File: src/rtl/temp_sample_sequencer.sv
// temp_sample_sequencer: sequences ADC sampling into a buffer and streams samples out over the UART
module temp_sample_sequencer #(
  parameter int DEPTH = 8,
  parameter int DATA_W = 12,
  parameter int ADC_TIMEOUT = 1_000_000,
  localparam int AW = $clog2(DEPTH),
  localparam int CW = AW + 1,
  localparam int TW = $clog2(ADC_TIMEOUT + 1)
) (
  input  logic              clk,
  input  logic              reset,
  input  logic              sample_req,
  input  logic              send_req,
  input  logic              clear_req,
  output logic              adc_start,
  input  logic              adc_done,
  input  logic [DATA_W-1:0] adc_data,
  output logic              tx_start,
  output logic [7:0]        tx_data,
  input  logic              tx_busy,
  output logic [CW-1:0]     count,
  output logic [DATA_W-1:0] last_sample,
  output logic              busy,
  output logic              full,
  output logic              err
);
  typedef enum logic [2:0] {IDLE, CONVERT, SEND_HI, SEND_LO, TX_WAIT} state_t;
  state_t state_q, state_d;
  logic [CW-1:0] count_q, count_d;
  logic [DATA_W-1:0] last_q, last_d;
  logic [AW-1:0] idx_q, idx_d;
  logic [TW-1:0] tmo_q, tmo_d;
  logic [7:0] tx_data_q, tx_data_d;
  logic adc_start_q, adc_start_d, tx_start_q, tx_start_d, busy_q, busy_d;
  logic full_q, full_d, err_q, err_d, lo_q, lo_d, first_q, first_d, mem_we;
  logic [DATA_W-1:0] mem_q [DEPTH];
  logic [DATA_W-1:0] cur;
  logic tmo_end, more, sending;
  assign cur = mem_q[idx_q];
  assign tmo_end = tmo_q == TW'(ADC_TIMEOUT - 1);
  assign more = (CW'(idx_q) + CW'(1)) < count_q;
  assign sending = (state_q == SEND_HI || state_q == SEND_LO) && !tx_busy;
  // state and registered outputs
  always_ff @(posedge clk) begin
    if (reset) begin
      state_q <= IDLE;
      count_q <= '0;
      last_q <= '0;
      idx_q <= '0;
      tmo_q <= '0;
      tx_data_q <= '0;
      adc_start_q <= 1'b0;
      tx_start_q <= 1'b0;
      busy_q <= 1'b0;
      full_q <= 1'b0;
      err_q <= 1'b0;
      lo_q <= 1'b0;
      first_q <= 1'b0;
    end else begin
      state_q <= state_d;
      count_q <= count_d;
      last_q <= last_d;
      idx_q <= idx_d;
      tmo_q <= tmo_d;
      tx_data_q <= tx_data_d;
      adc_start_q <= adc_start_d;
      tx_start_q <= tx_start_d;
      busy_q <= busy_d;
      full_q <= full_d;
      err_q <= err_d;
      lo_q <= lo_d;
      first_q <= first_d;
    end
  end
  // sample buffer, written at the current fill level on a completed conversion
  always_ff @(posedge clk) begin
    if (mem_we) mem_q[count_q[AW-1:0]] <= adc_data;
  end
  // next-state: clear beats sample beats send; TX_WAIT skips its first cycle before trusting tx_busy
  always_comb begin
    state_d = state_q;
    case (state_q)
      IDLE:             state_d = clear_req ? IDLE : (sample_req && !full_q) ? CONVERT
                                  : (send_req && count_q != '0) ? SEND_HI : IDLE;
      CONVERT:          state_d = (adc_done || tmo_end) ? IDLE : CONVERT;
      SEND_HI, SEND_LO: state_d = tx_busy ? state_q : TX_WAIT;
      TX_WAIT:          state_d = (first_q || tx_busy) ? TX_WAIT : !lo_q ? SEND_LO : more ? SEND_HI : IDLE;
      default:          state_d = IDLE;
    endcase
  end
  // datapath and output next values
  always_comb begin
    count_d = count_q;
    last_d = last_q;
    err_d = err_q;
    lo_d = lo_q;
    tx_data_d = tx_data_q;
    mem_we = 1'b0;
    idx_d = state_q == IDLE ? '0 : idx_q;
    tmo_d = state_q == CONVERT ? tmo_q + 1'b1 : '0;
    first_d = sending;
    if (state_q == IDLE && clear_req) begin
      count_d = '0;
      last_d = '0;
      err_d = 1'b0;
    end
    if (state_q == CONVERT && adc_done) begin
      mem_we = 1'b1;
      count_d = count_q + 1'b1;
      last_d = adc_data;
    end else if (state_q == CONVERT && tmo_end) begin
      err_d = 1'b1;
    end
    if (sending) begin
      tx_data_d = state_q == SEND_LO ? cur[7:0] : 8'(cur >> 8);
      lo_d = state_q == SEND_LO;
    end
    if (state_q == TX_WAIT && !first_q && !tx_busy && lo_q && more) idx_d = idx_q + 1'b1;
    adc_start_d = state_q == IDLE && state_d == CONVERT;
    tx_start_d = sending;
    busy_d = state_d != IDLE;
    full_d = count_d == CW'(DEPTH);
  end
  assign adc_start = adc_start_q;
  assign tx_start = tx_start_q;
  assign tx_data = tx_data_q;
  assign count = count_q;
  assign last_sample = last_q;
  assign busy = busy_q;
  assign full = full_q;
  assign err = err_q;
endmodule

File: config.mk
export PLATFORM = sky130hd
export DESIGN_NAME = temp_sample_sequencer
export DESIGN_NICKNAME = d
export VERILOG_FILES = /design/src/rtl/temp_sample_sequencer.sv
export SDC_FILE = /design/constraint.sdc
export NUM_CORES = 1
export LEC_CHECK = 0
export ABC_AREA = 1
export BUFFER_PORTS_ARGS = -buffer_cell sky130_fd_sc_hd__buf_2
export CORE_MARGIN = 2
export CORE_UTILIZATION = 55
export DETAILED_ROUTE_END_ITERATION = 16
export MAX_ROUTING_LAYER = met4
export PLACE_DENSITY = 0.73
export SLEW_MARGIN = 15
export SYNTH_ARGS = -nofsm -noshare
export SYNTH_HDL_FRONTEND = slang
export SYNTH_SLANG_ARGS = --single-unit
File: constraint.sdc
create_clock -name clk -period 3.4 [get_ports clk]
set_input_delay 0.51 -clock clk [delete_from_list [all_inputs] [get_ports clk]]
set_output_delay 0.51 -clock clk [all_outputs]
set_load 0.02 [all_outputs]
### Yosys cells after proc, flatten, opt, wreduce, memory -nomap -nowiden

Memory sizes are Yosys's and may differ from the RTL's. A register that Yosys moved wholly into a read port is not among the register bits.
Index checks and enable logic that the tools add are counted.

| operators by class | value |
|---|---|
| eq/ne operators | 7 |
| reductions and logical operators | 24 |
| muxes and demuxes | 24 |
| $add $sub $neg | 4 |
| bitwise logic cells | 1 |
| $lt $le $gt $ge | 1 |

Operators by type and width:

| cell | number |
|---|---|
| two-way mux 12 bit | 2 |
| adder 20 x 1 -> 20 bit, second input constant | 1 |
| equality test 20 bit, second input constant | 1 |
| two-way mux 3 bit | 6 |
| one-hot mux 3 bit (4 select lines) | 1 |
| logical AND 1 bit | 11 |
| two-way mux 2 bit | 5 |
| two-way mux 4 bit | 2 |
| two-way mux 8 bit | 1 |
| two-way mux 1 bit | 7 |
| equality test 3 x 1 -> 1 bit, second input constant | 2 |
| equality test 3 x 2 -> 1 bit, second input constant | 2 |
| adder 3 x 1 -> 4 bit, second input constant | 1 |
| adder 4 x 1 -> 4 bit, second input constant | 1 |
| equality test 4 bit, second input constant | 1 |
| < comparator 4 bit | 1 |
| nonzero test 2 bit | 2 |
| nonzero test 4 bit | 1 |
| OR reduction 2 bit | 2 |
| adder 3 x 1 -> 3 bit, second input constant | 1 |
| equality test 3 bit, second input constant | 1 |
| logical NOT 1 bit | 3 |
| logical NOT 3 bit | 1 |
| logical OR 1 bit | 3 |
| other kinds (2) | 2 |

| word-level totals | value |
|---|---|
| logic and storage cells | 74 |
| bits in writable memories | 96 |
| memories | 1 |
| output and inout bits | 29 |
| bits in registers | 56 |
| bits of input ports | 19 |

Memory list:

| memory | words | bits a word | read ports | clocked after Yosys merged registers in | write ports | RTL line | source |
|---|---|---|---|---|---|---|---|
| mem_q | 8 | 12 | 1 | 1 | 1 | 36 | `logic [DATA_W-1:0] mem_q [DEPTH];` |

### Longest topological paths before layout

| logic depth | value |
|---|---|
| depth after elaboration | 8 |
| depth in mapped cells | 10 |

### Worst setup path before layout

No wires, ideal clock.

| timing | value |
|---|---|
| path kind | input to register |
| from | input adc_done |
| to | memory mem_q[2][0] (enable) |
| data arrival time | 1750 ps |
| required time | 3004 ps |
| buffers on the path | 0 |
| library setup time | 396 ps |
| path slack | 1254 ps |
| stages | 4 |
| path through | nand4_4 -> inv_2 -> nand2_1 -> nor3_1 |

| between the ends | value |
|---|---|
| cells in the longest elaborated chain, start to end | 4 |

Ends and longest elaborated chain:

| what | RTL line | source |
|---|---|---|
| from (decl) | 16 | `input logic adc_done,` |
| logical AND 1 bit | 107 | `if (state_q == CONVERT && adc_done) begin` |
| two-way mux 1 bit | 107 |  |
| two-way mux 1 bit | 77 | `if (mem_we) mem_q[count_q[AW-1:0]] <= adc_data;` |
| two-way mux 1 bit (not written as such) | 77 |  |
| to (decl) | 36 |  |

Every way passes these cells.

### Final worst setup path

| timing | value |
|---|---|
| from | register state_q[2] |
| to | memory mem_q[3][8] (enable) |

| between the ends | value |
|---|---|
| cells in the longest elaborated chain, start to end | 5 |

Ends and longest elaborated chain:

| what | RTL line | source |
|---|---|---|
| from (decl) | 28 | `state_t state_q, state_d;` |
| from (signal assigned) | 60 | `state_q <= state_d;` |
| equality test 3 x 1 -> 1 bit | 107 |  |
| logical AND 1 bit | 107 |  |
| two-way mux 1 bit | 107 |  |
| two-way mux 1 bit | 77 |  |
| two-way mux 1 bit (not written as such) | 77 |  |

Every way passes these cells.

==> results.json <==
{
  "status": "complete, no violations",
  "synth_common_cells": "nand2_1, nand3_1, nor2_1, edfxtp_1, inv_1",
  "maxCapViolations": 0,
  "grt-ovfl-total": 0,
  "final_util_pct": 64.5,
  "yosysTopAreaCellShare_pct": 43.2,
  "synth_edf_count": 96,
  "synth_ff_type": "edfxtp_1",
  "crit_fanout": 18,
  "synth_compound_area_share_pct": 5.41,
  "drive_above_1_share_pct": 16.1,
  "muxShareOfSynthArea_pct": 0,
  "worstReg2RegStart": "state_q[2]",
  "fmax_mhz": 404,
  "cts_buffers": 17,
  "finalSetupTns_ns": 0,
  "fp.dieH_um": 114,
  "netlist_area_mm2": 0.00668,
  "ir_worst_vdd_uv": 312,
  "synth_most_common_cell": "nand2_1",
  "grt_util_all_layers_pct": 26.1,
  "ys_async_sr_fraction_pct": 0,
  "crit_required_ns": 3.44,
  "wl_per_cell_um": 16.8,
  "power_density_mw_per_mm2": 528,
  "startpoint_type": "flop",
  "clock_power_share_pct": 47.0,
  "synth.distinct_cells": 34,
  "wl_um": 15500,
  "critical_path_class": "flop to flop",
  "synth_top_family_by_area": "simple AND/OR/NAND/NOR gates",
  "report.final.hold_viol_count": 0,
  "initial_core_util_pct": 56.1,
  "total_power_mw": 4.05,
  "hold_class": "input pin to flop",
  "switching_share_pct": 20.6,
  "leakagePower_nw": 3.04,
  "core_area_mm2": 0.0119,
  "startpoint": "state_q[2]",
  "grt_pass1_vias": 4930,
  "yosys.area.top_type": "edfxtp_1",
  "post-dp-hpwl_um": 10500,
  "period_minus_slack_ns": 2.48,
  "htreeDepth": 4,
  "n_fill_cell": 944,
  "postCtsHoldBufs": 0,
  "ys_seq_area_share_pct": 60.8,
  "post-cts-setup-buffers": 0,
  "antenna_found_initial": 0,
  "vias": 5111,
  "final_nets": 788,
  "clkTransAtPathRegs_ns": 0.06,
  "cts.sinks": 155,
  "gp_congestion": 0.878,
  "rsz0062_at_grt": "no",
  "cts_buffer_depth": 2,
  "via_per_inst": 5.54,
  "dr.first_iter.drc_count": 554,
  "postRouteAntennaNets": 0,
  "syn_to_final_growth_pct": 15.0,
  "drc": 0,
  "io_pins": 48,
  "end_kind": "flop",
  "p_seq_share_pct": 49.7,
  "syn_nets": 736,
  "die-area_mm2": 0.0130,
  "synthTopCellsByArea": "edfxtp_1, dfxtp_1, nand3_1",
  "drv_slew": 0,
  "cts-root-buf": "clkbuf_16",
  "clk_latency_ns": 0.43,
  "chipWidth_um": 114,
  "clock_skew_ns": 0.00717,
  "synth-simple-area-share_pct": 25.3,
  "num_rows": 40,
  "internal_power_mw": 3.22,
  "ctsResizeCount": 0,
  "drt_pass1_iterations": 6,
  "worst_pin_slew_ns": 1.07,
  "p_sw_mw": 0.836,
  "num_antenna_cells": 0,
  "finalSetupViolations": 0,
  "cts_tree": "done",
  "io_buffers": 47,
  "synth_seq_cells": 155,
  "cp_data_arrival_time_ns": 2.52,
  "pwr-share-comb_pct": 3.3,
  "syn_area_per_cell_um2": 9.41,
  "fin_crit_sh_pct": 72.9,
  "netlist_instances": 710,
  "synth_xor_area_share_pct": 0.393,
  "grt_max_degree": 45,
  "yosysWarnings": 0,
  "synth_fa_ha_area_share_pct": 1.31,
  "grt_pass1_wl_um": 24700,
  "relSlewSlack_pct": 28.5,
  "min-delay-start": "sample_req"
}
[cells in the final DEF, fill, tap and decap left out, drive strengths merged]
cell type | Yosys | layout
nor3 | 13 | 13
dfxtp | 59 | 59
nand3b | 1 | 1
nor2 | 101 | 101
a21oi | 35 | 35
xor2 | 3 | 3
or2 | 20 | 20
o21ai | 25 | 25
buf | 16 | 57
a31oi | 2 | 2
inv | 85 | 87
nand2 | 124 | 124
ha | 7 | 7
nand4 | 9 | 9
o21a | 5 | 5
clkbuf | 8 | 24
nand3 | 100 | 100
edfxtp | 96 | 96
o21bai | 1 | 1
clkinv | 0 | 2
bufinv | 0 | 1
clkinvlp | 0 | 3
[power by group through the flow]
| stage | Clock, mW | Combinational (mW) | Sequential, mW |
|---|---|---|---|
| after global routing | 2.01 | 0.145 | 2.02 |
| after global placement | 0 | 0.130 | 2.05 |
| after detailed placement | 0 | 0.132 | 2.05 |
| after floorplan | 0 | 0.0630 | 2.06 |
| final | 1.91 | 0.132 | 2.01 |
| after CTS | 1.92 | 0.132 | 2.01 |
[final cells by class]
cell class	instances	area (um2)	share of cell area [%]
inverters	85	322	4.18
flip-flops and latches	155	4060	52.9
clock inverters	8	77.6	1.01
clock buffers	24	536	6.97
multi-input cells	446	2190	28.5
repair buffers	57	310	4.04
well taps	147	184	2.39
[routing by layer]
metal  wire length, um  track usage, %  part of all wire (%)  vias to the layer above
li1                  -               -                     -                     2458
met4               527            12.5                   3.4                        0
met1              6530            33.0                    42                     2421
met2              7420            40.2                    48                      185
met3              1050            5.93                   6.8                       47
met5                 0               -                     0                        -
[kinds of logic (layout without fill, tap and decap cells)]
family                     Yosys count  in the layout
and+or+nand+nor                    368            368
AOI/OAI and AO/OA                   68             68
DFF                                155            155
xor gates and xnor gates             3              3
buffers and inverters              109            174
adders and majority gates            7              7
[sequential cells by signal, indices dropped and copies added (netlist names), named ones only]
register     count
first_q          1
mem_q           96
last_sample     12
lo_q             1
tx_data          8
err              1
adc_start        1
busy             1
state_q          3
tmo_q           20
full             1
idx_q            3
count            4
[path summary, 6_finish.rpt]
path                            slack (ns)  cells past startpoint           to
worst max-delay path                  0.92                      5  mem_q[3][8]
worst min-delay path                  0.38                      3    adc_start
worst max register to register        0.92                      5  mem_q[3][8]
worst min register to register        0.45                      1     tmo_q[0]
[per-stage QoR]
step	instance area [um2]	cells	hold slack [ns]	setup slack, ns
final	7680	922	0.379	0.922
after global placement	7070	890	0.428	0.943
after CTS	7680	922	0.369	0.926
after detailed placement	7070	890	0.445	0.811
after global routing	7680	922	0.380	0.750
after floorplan	6680	710	0.417	1.25
[critical path: stages, from the launching register on]
cell and delay (ns):
dfxtp_1 0.36, inv_2 0.13, nand4_4 0.26, inv_2 0.32
nand2_1 0.18, nor3_2 0.83
Power figures use the tool's default switching activity.
